**src/rtl/switch_debouncer.sv**
```systemverilog
// Two-flop synchronizer plus per-bit IDLE/COUNT debounce filter for board switches.
// Outputs are fully registered; s_changed and stable are aligned with s_clean updates.
module switch_debouncer #(
    parameter int WIDTH           = 4,
    parameter int DEBOUNCE_CYCLES = 120000,
    parameter int CNT_W           = $clog2(DEBOUNCE_CYCLES + 1)
) (
    input  logic             clk,
    input  logic             reset,
    input  logic [WIDTH-1:0] s_raw,
    output logic [WIDTH-1:0] s_clean,
    output logic             s_changed,
    output logic             stable
);

    typedef enum logic {
        S_IDLE  = 1'b0,
        S_COUNT = 1'b1
    } state_t;

    localparam logic [CNT_W-1:0] CNT_LAST = CNT_W'(DEBOUNCE_CYCLES - 1);
    localparam logic [CNT_W-1:0] CNT_ONE  = CNT_W'(1);

    logic [WIDTH-1:0] r_sync1;
    logic [WIDTH-1:0] r_sync2;
    logic [WIDTH-1:0] r_clean;
    logic             r_changed;
    logic             r_stable;
    state_t           r_state [WIDTH];
    logic [CNT_W-1:0] r_cnt   [WIDTH];

    state_t           w_state_nx [WIDTH];
    logic [CNT_W-1:0] w_cnt_nx   [WIDTH];
    logic [WIDTH-1:0] w_update;
    logic [WIDTH-1:0] w_counting;

    always_comb begin
        w_update   = '0;
        w_counting = '0;
        for (int i = 0; i < WIDTH; i++) begin
            w_state_nx[i] = r_state[i];
            w_cnt_nx[i]   = r_cnt[i];
            case (r_state[i])
                S_IDLE: begin
                    if (r_sync2[i] != r_clean[i]) begin
                        w_state_nx[i] = S_COUNT;
                        w_cnt_nx[i]   = CNT_ONE;
                    end else begin
                        w_cnt_nx[i]   = '0;
                    end
                end
                S_COUNT: begin
                    // Any return to the current clean level restarts the full count.
                    if (r_sync2[i] == r_clean[i]) begin
                        w_state_nx[i] = S_IDLE;
                        w_cnt_nx[i]   = '0;
                    end else if (r_cnt[i] == CNT_LAST) begin
                        w_state_nx[i] = S_IDLE;
                        w_cnt_nx[i]   = '0;
                        w_update[i]   = 1'b1;
                    end else begin
                        w_cnt_nx[i]   = r_cnt[i] + CNT_ONE;
                    end
                end
                default: begin
                    w_state_nx[i] = S_IDLE;
                    w_cnt_nx[i]   = '0;
                end
            endcase
            w_counting[i] = (w_state_nx[i] == S_COUNT);
        end
    end

    always_ff @(posedge clk or posedge reset) begin
        if (reset) begin
            r_sync1   <= '0;
            r_sync2   <= '0;
            r_clean   <= '0;
            r_changed <= 1'b0;
            r_stable  <= 1'b1;
            for (int i = 0; i < WIDTH; i++) begin
                r_state[i] <= S_IDLE;
                r_cnt[i]   <= '0;
            end
        end else begin
            r_sync1   <= s_raw;
            r_sync2   <= r_sync1;
            r_clean   <= (r_clean & ~w_update) | (r_sync2 & w_update);
            // Flags come from next-state so they line up with the new s_clean.
            r_changed <= |w_update;
            r_stable  <= ~|w_counting;
            for (int i = 0; i < WIDTH; i++) begin
                r_state[i] <= w_state_nx[i];
                r_cnt[i]   <= w_cnt_nx[i];
            end
        end
    end

    assign s_clean   = r_clean;
    assign s_changed = r_changed;
    assign stable    = r_stable;

endmodule

```
**config.mk**
```make
export PLATFORM = sky130hd
export DESIGN_NAME = switch_debouncer
export DESIGN_NICKNAME = d
export VERILOG_FILES = /design/src/rtl/switch_debouncer.sv
export SDC_FILE = /design/constraint.sdc
export NUM_CORES = 1
export LEC_CHECK = 0
export CAP_MARGIN = 20
export CORE_ASPECT_RATIO = 1.4
export CORE_MARGIN = 2
export CORE_UTILIZATION = 40
export CTS_BUF_LIST = sky130_fd_sc_hd__clkbuf_4
export CTS_CLUSTER_SIZE = 28
export DETAILED_ROUTE_END_ITERATION = 12
export GPL_TIMING_DRIVEN = 0
export PLACE_DENSITY = 0.65
export SLEW_MARGIN = 30
export SYNTH_ARGS = -nofsm -noshare
export SYNTH_HDL_FRONTEND = slang
export SYNTH_SLANG_ARGS = --single-unit
```
**constraint.sdc**
```tcl
create_clock -name clk -period 3.56 [get_ports clk]
set_input_delay 1.068 -clock clk [delete_from_list [all_inputs] [get_ports clk]]
set_output_delay 1.068 -clock clk [all_outputs]
set_load 0.02 [all_outputs]
```
==> reports/qor.log, run 1 <==
qor: worst_setup_path.cp_data_arrival_time 1.59 ns
qor: logic_synthesis.syn_area_cell 10.4 um2
qor: power.vdd_ir_drop_max 0.157 mV
qor: finish.stdcell_count 558
qor: floorplan.design.core.area 0.00990 mm2
qor: timing.final.hold.worst_slack 0.363 ns
qor: timing.final-setup-viol-count 0
qor: timing.period_minus_slack 2.66 ns
qor: power.share_seq_of_total_power 0.609
qor: routing.detail_route.drc_violations 0
qor: timing.fin_skew 0.0179 ns
qor: clock_network.cts_tree yes
qor: routing.wire_per_inst 13.4 um
qor: routing.vias_per_cell 5.27
qor: timing.clock.fmax 0.376 GHz
qor: worst_setup_path.crit_path_max_fanout 1
qor: logic_synthesis.synth.area.mux_share 0.0110
qor: clock_network.clk_latency 0.45 ns
qor: logic_synthesis.synth_ff_type dfrtp_1
qor: finish.layout-drive-gt1-share 0.0948
qor: placement.port-buffer-count 11
qor: global_routing.number_of_global_route_vias_before_repair 2,895
qor: clock_network.cts_buffers 9
qor: floorplan.die_h 124 um
qor: worst_setup_path.critical_path_buf_inv_count 1
qor: placement.detailed_place_hpwl 5160 um
qor: logic_synthesis.postSynthCellCount 394
qor: timing.grt_setup_unrepaired no
qor: clock_network.cts_root_buf clkbuf_4
qor: clock_network.cts.sink_count 86
qor: worst_hold_path.min_path_type reg -> reg
qor: routing.final_antenna_net_count 0
qor: timing.report.final.hold_viol_count 0
qor: clock_network.cts.repair_timing.setup_buffer_count 0
qor: power.switching_share 0.251
qor: timing.min_period_over_period 0.746
qor: worst_setup_path.cp_top_family buffers and inverters
qor: clock_network.cts-htree-levels 3
qor: clock_network.cts.path.max_buffers 2
qor: logic_synthesis.synth-simple-area-share 0.255
qor: worst_setup_path.crit_required 2.49 ns
qor: logic_synthesis.post_synth_xor_area_fraction 0.116
qor: global_routing.pin_count_of_the_biggest_net_entering_global_routing 68
qor: power.power.clock.fraction 0.348
qor: logic_synthesis.synth.ff_latch_count 86
qor: floorplan.fp-row-count 43
qor: logic_synthesis.synth_compound_gate_area_share 0.0506
qor: finish.final_net_count 427
qor: worst_setup_path.worstReg2RegEnd r_cnt[23]$_DFF_PP0_
qor: finish.most-common-layout-cells 85 x dfrtp_1, 57 x nor2_1, 29 x xnor2_1, 27 x nand2_1, 25 x xor2_1
qor: power.combinationalPowerShare 0.043
qor: floorplan.die_ar 0.0110 mm2
qor: worst_setup_path.critPathSlowestCell clkdlybuf4s50_1
qor: global_routing.grt_pass1_wl 12,900 um
qor: timing.drv_slew 0
qor: routing.via_count 2,940
qor: finish.flow.area_growth_from_synthesis 11.1%
qor: clock_network.clkTransAtPathRegs 0.15 ns
qor: worst_setup_path.regToRegSetupSlack 1.25 ns
qor: logic_synthesis.synthesis.nets 404
qor: logic_synthesis.async_reset_ff_frac 1.00
qor: floorplan.initial_utilization 0.412
qor: placement.gpl.final_weighted_congestion 0.834
qor: worst_setup_path.cp_cell_sequence clkdlybuf4s50_1
qor: worst_setup_path.crit_path_end_kind output port
qor: global_routing.grt_overflow_total 0
qor: logic_synthesis.yosysUniqueCellTypes 48
qor: logic_synthesis.synth_area 0.00408 mm2
qor: clock_network.post_cts_hold_buffers 0
qor: routing.number_of_detailed_route_iterations_in_the_first_pass 6
qor: logic_synthesis.synth_adder_area_share 0.0123
qor: power.power 0.00164 W
qor: finish.layout.cells.most_common dfrtp_1
qor: worst_hold_path.worst_hold_path.num_cells 0
qor: global_routing.grt_antenna_before_repair 1
qor: timing.actual_transition_at_the_worst_max_transition_pin 0.577 ns
qor: worst_setup_path.startpoint_of_the_lowest_slack_register_to_register_path r_cnt[17]$_DFF_PP0_
qor: worst_setup_path.critical_path.startpoint_type register
qor: worst_hold_path.hold_path.startpoint r_sync1[1]$_DFF_PP0_
qor: global_routing.gr_usage_total 0.150
qor: routing.drt_iter0_drc 150
qor: worst_setup_path.critical_path_class reg -> out
qor: worst_hold_path.hold_end r_sync2[1]$_DFF_PP0_
qor: power.intPower 0.00123 W
qor: worst_setup_path.worst_r2r_path_depth 7
qor: finish.fin_util 0.458
qor: floorplan.chipWidth 89.4 um
qor: routing.postRouteWirelength 7460 um
qor: clock_network.cts_resized 0
qor: logic_synthesis.largest_family_of_logic_cells_by_synthesized_area simple AND/OR/NAND/NOR gates
qor: floorplan.io_pins 12
qor: power.power-per-cell-area 362 mW/mm2
qor: power.netSwitchingPower 0.000412 W
qor: job.max_cap_violations 0
qor: logic_synthesis.post_synth_edffs 0
qor: logic_synthesis.yosysWarningCount 0
qor: logic_synthesis.synth-seq-area-share 0.528
qor: power.leakage 1.77 nW
qor: timing.max-slew-margin-rel 0.612
qor: worst_setup_path.delay_of_the_slowest_cell_on_the_worst_path 0.59 ns
qor: outcome.status complete, no violations
qor: placement.dpl.cell_count 541
cell usage after synthesis (all sizes together) (5+ instances only):
cell type / instances / area share
dfrtp: 85 / 0.52
nor2: 57 / 0.052
xnor2: 29 / 0.062
nand2: 28 / 0.028
xor2: 25 / 0.054
nand4: 20 / 0.032
nand3: 19 / 0.023
a21oi: 14 / 0.017
inv: 14 / 0.013
and4: 10 / 0.022
nor3: 10 / 0.012
nor4: 9 / 0.019
or4: 7 / 0.014
buf: 6 / 0.010
clkbuf: 5 / 0.0046
o21ai: 5 / 0.0061
o31ai: 5 / 0.0092
metrics by stage:
stage,setup TNS (ns),worst slack [ns],instance area [um2]
floorplan,0,0.272,4080
global placement,-89.90,-1.06,4360
detailed placement,0,1.29,4390
CTS,0,0.875,4530
global route,0,0.852,4540
finish,0,0.904,4540
logic make-up (layout without fill, tap and decap cells):
| kind of cell | count (synthesis) | in the layout |
|---|---|---|
| adders and majority gates | 4 | 4 |
| xor gates and xnor gates | 54 | 54 |
| muxes | 4 | 4 |
| AOI/OAI and AO/OA | 33 | 33 |
| DFF | 86 | 86 |
| buffers and inverters | 25 | 53 |
| other | 0 | 1 |
| and+or+nand+nor | 188 | 188 |
sequential cells by signal (all words and copies together) (netlist names), named ones only:
name       count
r_state        4
s_changed      1
stable         1
r_cnt         68
r_sync1        4
r_sync2        4
metal layers:
metal  global-route usage  wire [um]
met1                0.187       3330
met2                0.246       3800
met3               0.0307        155
met4               0.0709        169
met5                    0          0
cell type report:
type | count | area, um2
Sequential cell | 86 | 2150
Timing Repair Buffer | 12 | 138
Buffer | 11 | 61.3
Tap cell | 135 | 169
Fill cell | 973 | 5360
Antenna cell | 1 | 2.50
Clock inverter | 7 | 72.6
Clock buffer | 9 | 67.6
Multi-Input combinational cell | 283 | 1810
Inverter | 14 | 57.6
power groups by stage:
stage / registers (W) / logic, W / clock network [W]
2_1_floorplan: 0.00102 / 0.0000470 / 0
3_3_place_gp: 0.00102 / 0.0000668 / 0
3_5_place_dp: 0.00102 / 0.0000725 / 0
4_1_cts: 0.00100 / 0.0000730 / 0.000597
5_1_grt: 0.00100 / 0.0000814 / 0.000631
6_report: 0.00100 / 0.0000700 / 0.000573
worst max path at each step:
| stage | cells after the start | from | slack (ns) | endpoint |
|---|---|---|---|---|
| 3_3_place_gp | 2 | reset | -1.06 | r_cnt[65]$_DFF_PP0_ |
| 6_report | 1 | stable$_DFF_PP1_ | 0.90 | stable |
| 4_1_cts | 1 | stable$_DFF_PP1_ | 0.87 | stable |
| 5_1_grt | 1 | stable$_DFF_PP1_ | 0.85 | stable |
| 3_5_place_dp | 7 | r_cnt[17]$_DFF_PP0_ | 1.29 | r_cnt[23]$_DFF_PP0_ |
| 2_1_floorplan | 1 | reset | 0.27 | async pin |
Note: power is estimated with default switching activity, not from simulation.
==> inputs of run 2 (changes only) <==
Clock period 3.56 ns to 2.5 ns, I/O delays scaled along.
==> run 2 against run 1 <==
- first-iteration DRC count shrank 2.0%
- utilization rose by 0.80 points
- largest cell class unchanged
- non-clock buffer count increased by 2
- register-to-register slack lost 0.97 ns
- critical path depth is the same
- via count is 1.8% lower
==> reports/qor.log, run 2 (synthesis gave the netlist of run 1 again) <==
qor: clock_network.cts_tree yes [unchanged]
qor: finish.layout-drive-gt1-share 0.101 [was 0.0948]
qor: worst_setup_path.depth_of_the_critical_timing_path_with_buffers_and_inverters_included 1 [unchanged]
qor: floorplan.fp-row-count 43 [unchanged]
qor: finish.fin_util 0.466 [was 0.458]
qor: finish.flip_flop_count_of_the_largest_register_all_copies_and_words_added 68 [unchanged]
qor: worst_hold_path.worst_hold_path.num_cells 0 [unchanged]
qor: timing.final-setup-viol-count 0 [unchanged]
qor: worst_setup_path.critical_path.startpoint_type register [unchanged]
qor: global_routing.grt_overflow_total 0 [unchanged]
qor: placement.detailed_place_hpwl 5290 um [was 5160 um]
qor: clock_network.cts_buffers 9 [unchanged]
qor: clock_network.cts_resized 0 [unchanged]
qor: worst_setup_path.cp_top_family buffers and inverters [unchanged]
qor: worst_setup_path.startpoint stable$_DFF_PP1_ [unchanged]
qor: clock_network.cts-htree-levels 3 [unchanged]
qor: clock_network.clk_latency 0.45 ns [about the same]
qor: routing.drt_iter0_drc 147 [was 150]
qor: routing.via_count 2,887 [was 2,940]
qor: timing.drv_slew 0 [unchanged]
qor: worst_setup_path.worstReg2RegEnd r_cnt[30]$_DFF_PP0_ [was r_cnt[23]$_DFF_PP0_]
qor: finish.layout.cells.most_common dfrtp_1 [unchanged]
qor: routing.final_antenna_net_count 0 [unchanged]
qor: clock_network.cts.sink_count 86 [unchanged]
qor: timing.report.final.hold_viol_count 0 [unchanged]
qor: timing.fin_skew 0.0153 ns [was 0.0179 ns]
qor: worst_setup_path.cp_cell_sequence clkdlybuf4s50_1 [unchanged]
qor: worst_setup_path.worst_r2r_path_depth 7 [unchanged]
qor: worst_setup_path.delay_of_the_slowest_cell_on_the_worst_path 0.60 ns [was 0.59 ns]
qor: finish.final_net_count 429 [was 427]
qor: worst_hold_path.min_path_type reg -> reg [unchanged]
qor: floorplan.die_h 124 um [unchanged]
qor: power.vdd_ir_drop_max 0.207 mV [was 0.157 mV]
qor: worst_setup_path.regToRegSetupSlack 0.28 ns [was 1.25 ns]
qor: routing.number_of_detailed_route_iterations_in_the_first_pass 4 [was 6]
qor: clock_network.clkTransAtPathRegs 0.15 ns [about the same]
qor: timing.clock.fmax 0.425 GHz
qor: timing.min_period_over_period 0.941
qor: timing.actual_transition_at_the_worst_max_transition_pin 0.579 ns [was 0.577 ns]
qor: routing.postRouteWirelength 7610 um [was 7460 um]
qor: worst_setup_path.startpoint_of_the_lowest_slack_register_to_register_path r_cnt[17]$_DFF_PP0_ [unchanged]
qor: timing.grt_setup_unrepaired no [unchanged]
qor: timing.max-slew-margin-rel 0.610 [was 0.612]
qor: worst_setup_path.crit_path_end_kind output port [unchanged]
qor: worst_setup_path.critical_path_buf_inv_count 1 [unchanged]
qor: worst_setup_path.setup.worst_path.end stable [unchanged]
qor: power.power-per-cell-area 554 mW/mm2 [was 362 mW/mm2]
qor: finish.layout.filler_cells 938 [was 973]
qor: finish.most-common-layout-cells 85 x dfrtp_1, 57 x nor2_1, 29 x xnor2_1, 27 x nand2_1, 25 x xor2_1 [unchanged]
qor: finish.largest-register r_cnt [unchanged]
qor: floorplan.initial_utilization 0.412 [unchanged]
qor: global_routing.grt_pass1_wl 13,800 um [was 12,900 um]
qor: routing.wire_per_inst 13.6 um [was 13.4 um]
qor: outcome.status complete, no violations [unchanged]
qor: clock_network.cts.repair_timing.setup_buffer_count 0 [unchanged]
qor: global_routing.grt_antenna_before_repair 1 [unchanged]
qor: floorplan.chipWidth 89.4 um [unchanged]
qor: power.leakage 1.80 nW [was 1.77 nW]
qor: clock_network.cts.path.max_buffers 2 [unchanged]
qor: floorplan.die_ar 0.0110 mm2 [unchanged]
qor: timing.period_minus_slack 2.35 ns
qor: job.max_cap_violations 0 [unchanged]
qor: worst_setup_path.critical_path_class reg -> out [unchanged]
qor: floorplan.design.core.area 0.00990 mm2 [unchanged]
qor: global_routing.number_of_global_route_vias_before_repair 3,006 [was 2,895]
qor: power.power 0.00256 W [was 0.00164 W]
qor: global_routing.pin_count_of_the_biggest_net_entering_global_routing 28 [was 68]
qor: global_routing.gr_usage_total 0.161 [was 0.150]
qor: worst_setup_path.cp_data_arrival_time 1.60 ns [was 1.59 ns]
qor: worst_setup_path.crit_path_max_fanout 1 [unchanged]
qor: routing.vias_per_cell 5.16 [was 5.27]
qor: worst_setup_path.crit_required 1.75 ns [was 2.49 ns]
qor: clock_network.post_cts_hold_buffers 0 [unchanged]
qor: clock_network.cts_root_buf clkbuf_4 [unchanged]
qor: worst_setup_path.critPathSlowestCell clkdlybuf4s50_1 [unchanged]
qor: finish.flow.area_growth_from_synthesis 13.1% [was 11.1%]
qor: placement.port-buffer-count 11 [unchanged]
qor: floorplan.io_pins 12 [unchanged]
qor: routing.detail_route.drc_violations 0 [unchanged]
qor: placement.gpl.final_weighted_congestion 0.796 [was 0.834]
run 2: routing by layer:
| layer | global-route usage | vias to the layer above | part of all wire |
|---|---|---|---|
| li1 | - | 1435 | - |
| met1 | 0.202 | 1411 | 0.45 |
| met2 | 0.266 | 28 | 0.50 |
| met3 | 0.0314 | 13 | 0.025 |
| met4 | 0.0700 | 0 | 0.020 |
| met5 | 0 | - | 0 |
run 2: where the power goes:
group | switching, W | internal [W] | leakage, nW | total (W)
combinational | 0.0000661 | 0.0000396 | 0.542 | 0.000106
sequential | 0.0000150 | 0.00141 | 1.16 | 0.00143
clock | 0.000514 | 0.000511 | 0.0969 | 0.00103
total | 0.000595 | 0.00196 | 1.80 | 0.00256
run 2: worst min-delay path by stage:
| stage | start | to | slack, ns |
|---|---|---|---|
| detailed placement | r_sync1[2]$_DFF_PP0_ | r_sync2[2]$_DFF_PP0_ | 0.33 |
| floorplan | r_sync1[0]$_DFF_PP0_ | r_sync2[0]$_DFF_PP0_ | 0.33 |
| CTS | r_sync1[1]$_DFF_PP0_ | r_sync2[1]$_DFF_PP0_ | 0.35 |
| global route | r_sync1[1]$_DFF_PP0_ | r_sync2[1]$_DFF_PP0_ | 0.36 |
| finish | r_sync1[1]$_DFF_PP0_ | r_sync2[1]$_DFF_PP0_ | 0.35 |
| global placement | r_sync1[0]$_DFF_PP0_ | r_sync2[0]$_DFF_PP0_ | 0.33 |
run 2: per-stage QoR:
stage	instance area [um2]	TNS (ns)	hold slack, ns	instances	setup WS, ns
global placement	4360	-16.83	0.333	540	-0.206
detailed placement	4420	0	0.335	543	0.282
finish	4610	0	0.349	560	0.149
floorplan	4090	0	0.331	394	0.597
CTS	4610	0	0.352	559	0.130
global route	4610	0	0.363	560	0.0683
run 2: area by class of cell:
| class | count | area, um2 | share of cell area |
|---|---|---|---|
| inverter | 14 | 56.3 | 0.0122 |
| tap | 135 | 169 | 0.0366 |
| sequential | 86 | 2150 | 0.467 |
| antenna | 1 | 2.50 | 0.000542 |
| clock buffer | 9 | 67.6 | 0.0146 |
| buffer | 11 | 61.3 | 0.0133 |
| timing repair buffer | 14 | 170 | 0.0369 |
| multi-input combinational | 283 | 1810 | 0.393 |
| clock inverter | 7 | 120 | 0.0260 |
==> inputs of run 3 (changes only) <==
==> constraint.sdc (replaced) <==
create_clock -name clk -period 2.5 [get_ports clk]
set_input_delay 0.5 -clock clk [delete_from_list [all_inputs] [get_ports clk]]
set_output_delay 0.5 -clock clk [all_outputs]
set_load 0.02 [all_outputs]
==> results of run 3 <==
Same layout as run 2 (identical final DEF). Status: complete, no violations.
Among the figures that moved: setup slack after layout 0.149 ns -> 0.279 ns; hold slack 0.349 ns -> 0.342 ns; start point of the critical path stable$_DFF_PP1_ -> r_cnt[17]$_DFF_PP0_; end point of the critical path stable -> r_cnt[30]$_DFF_PP0_
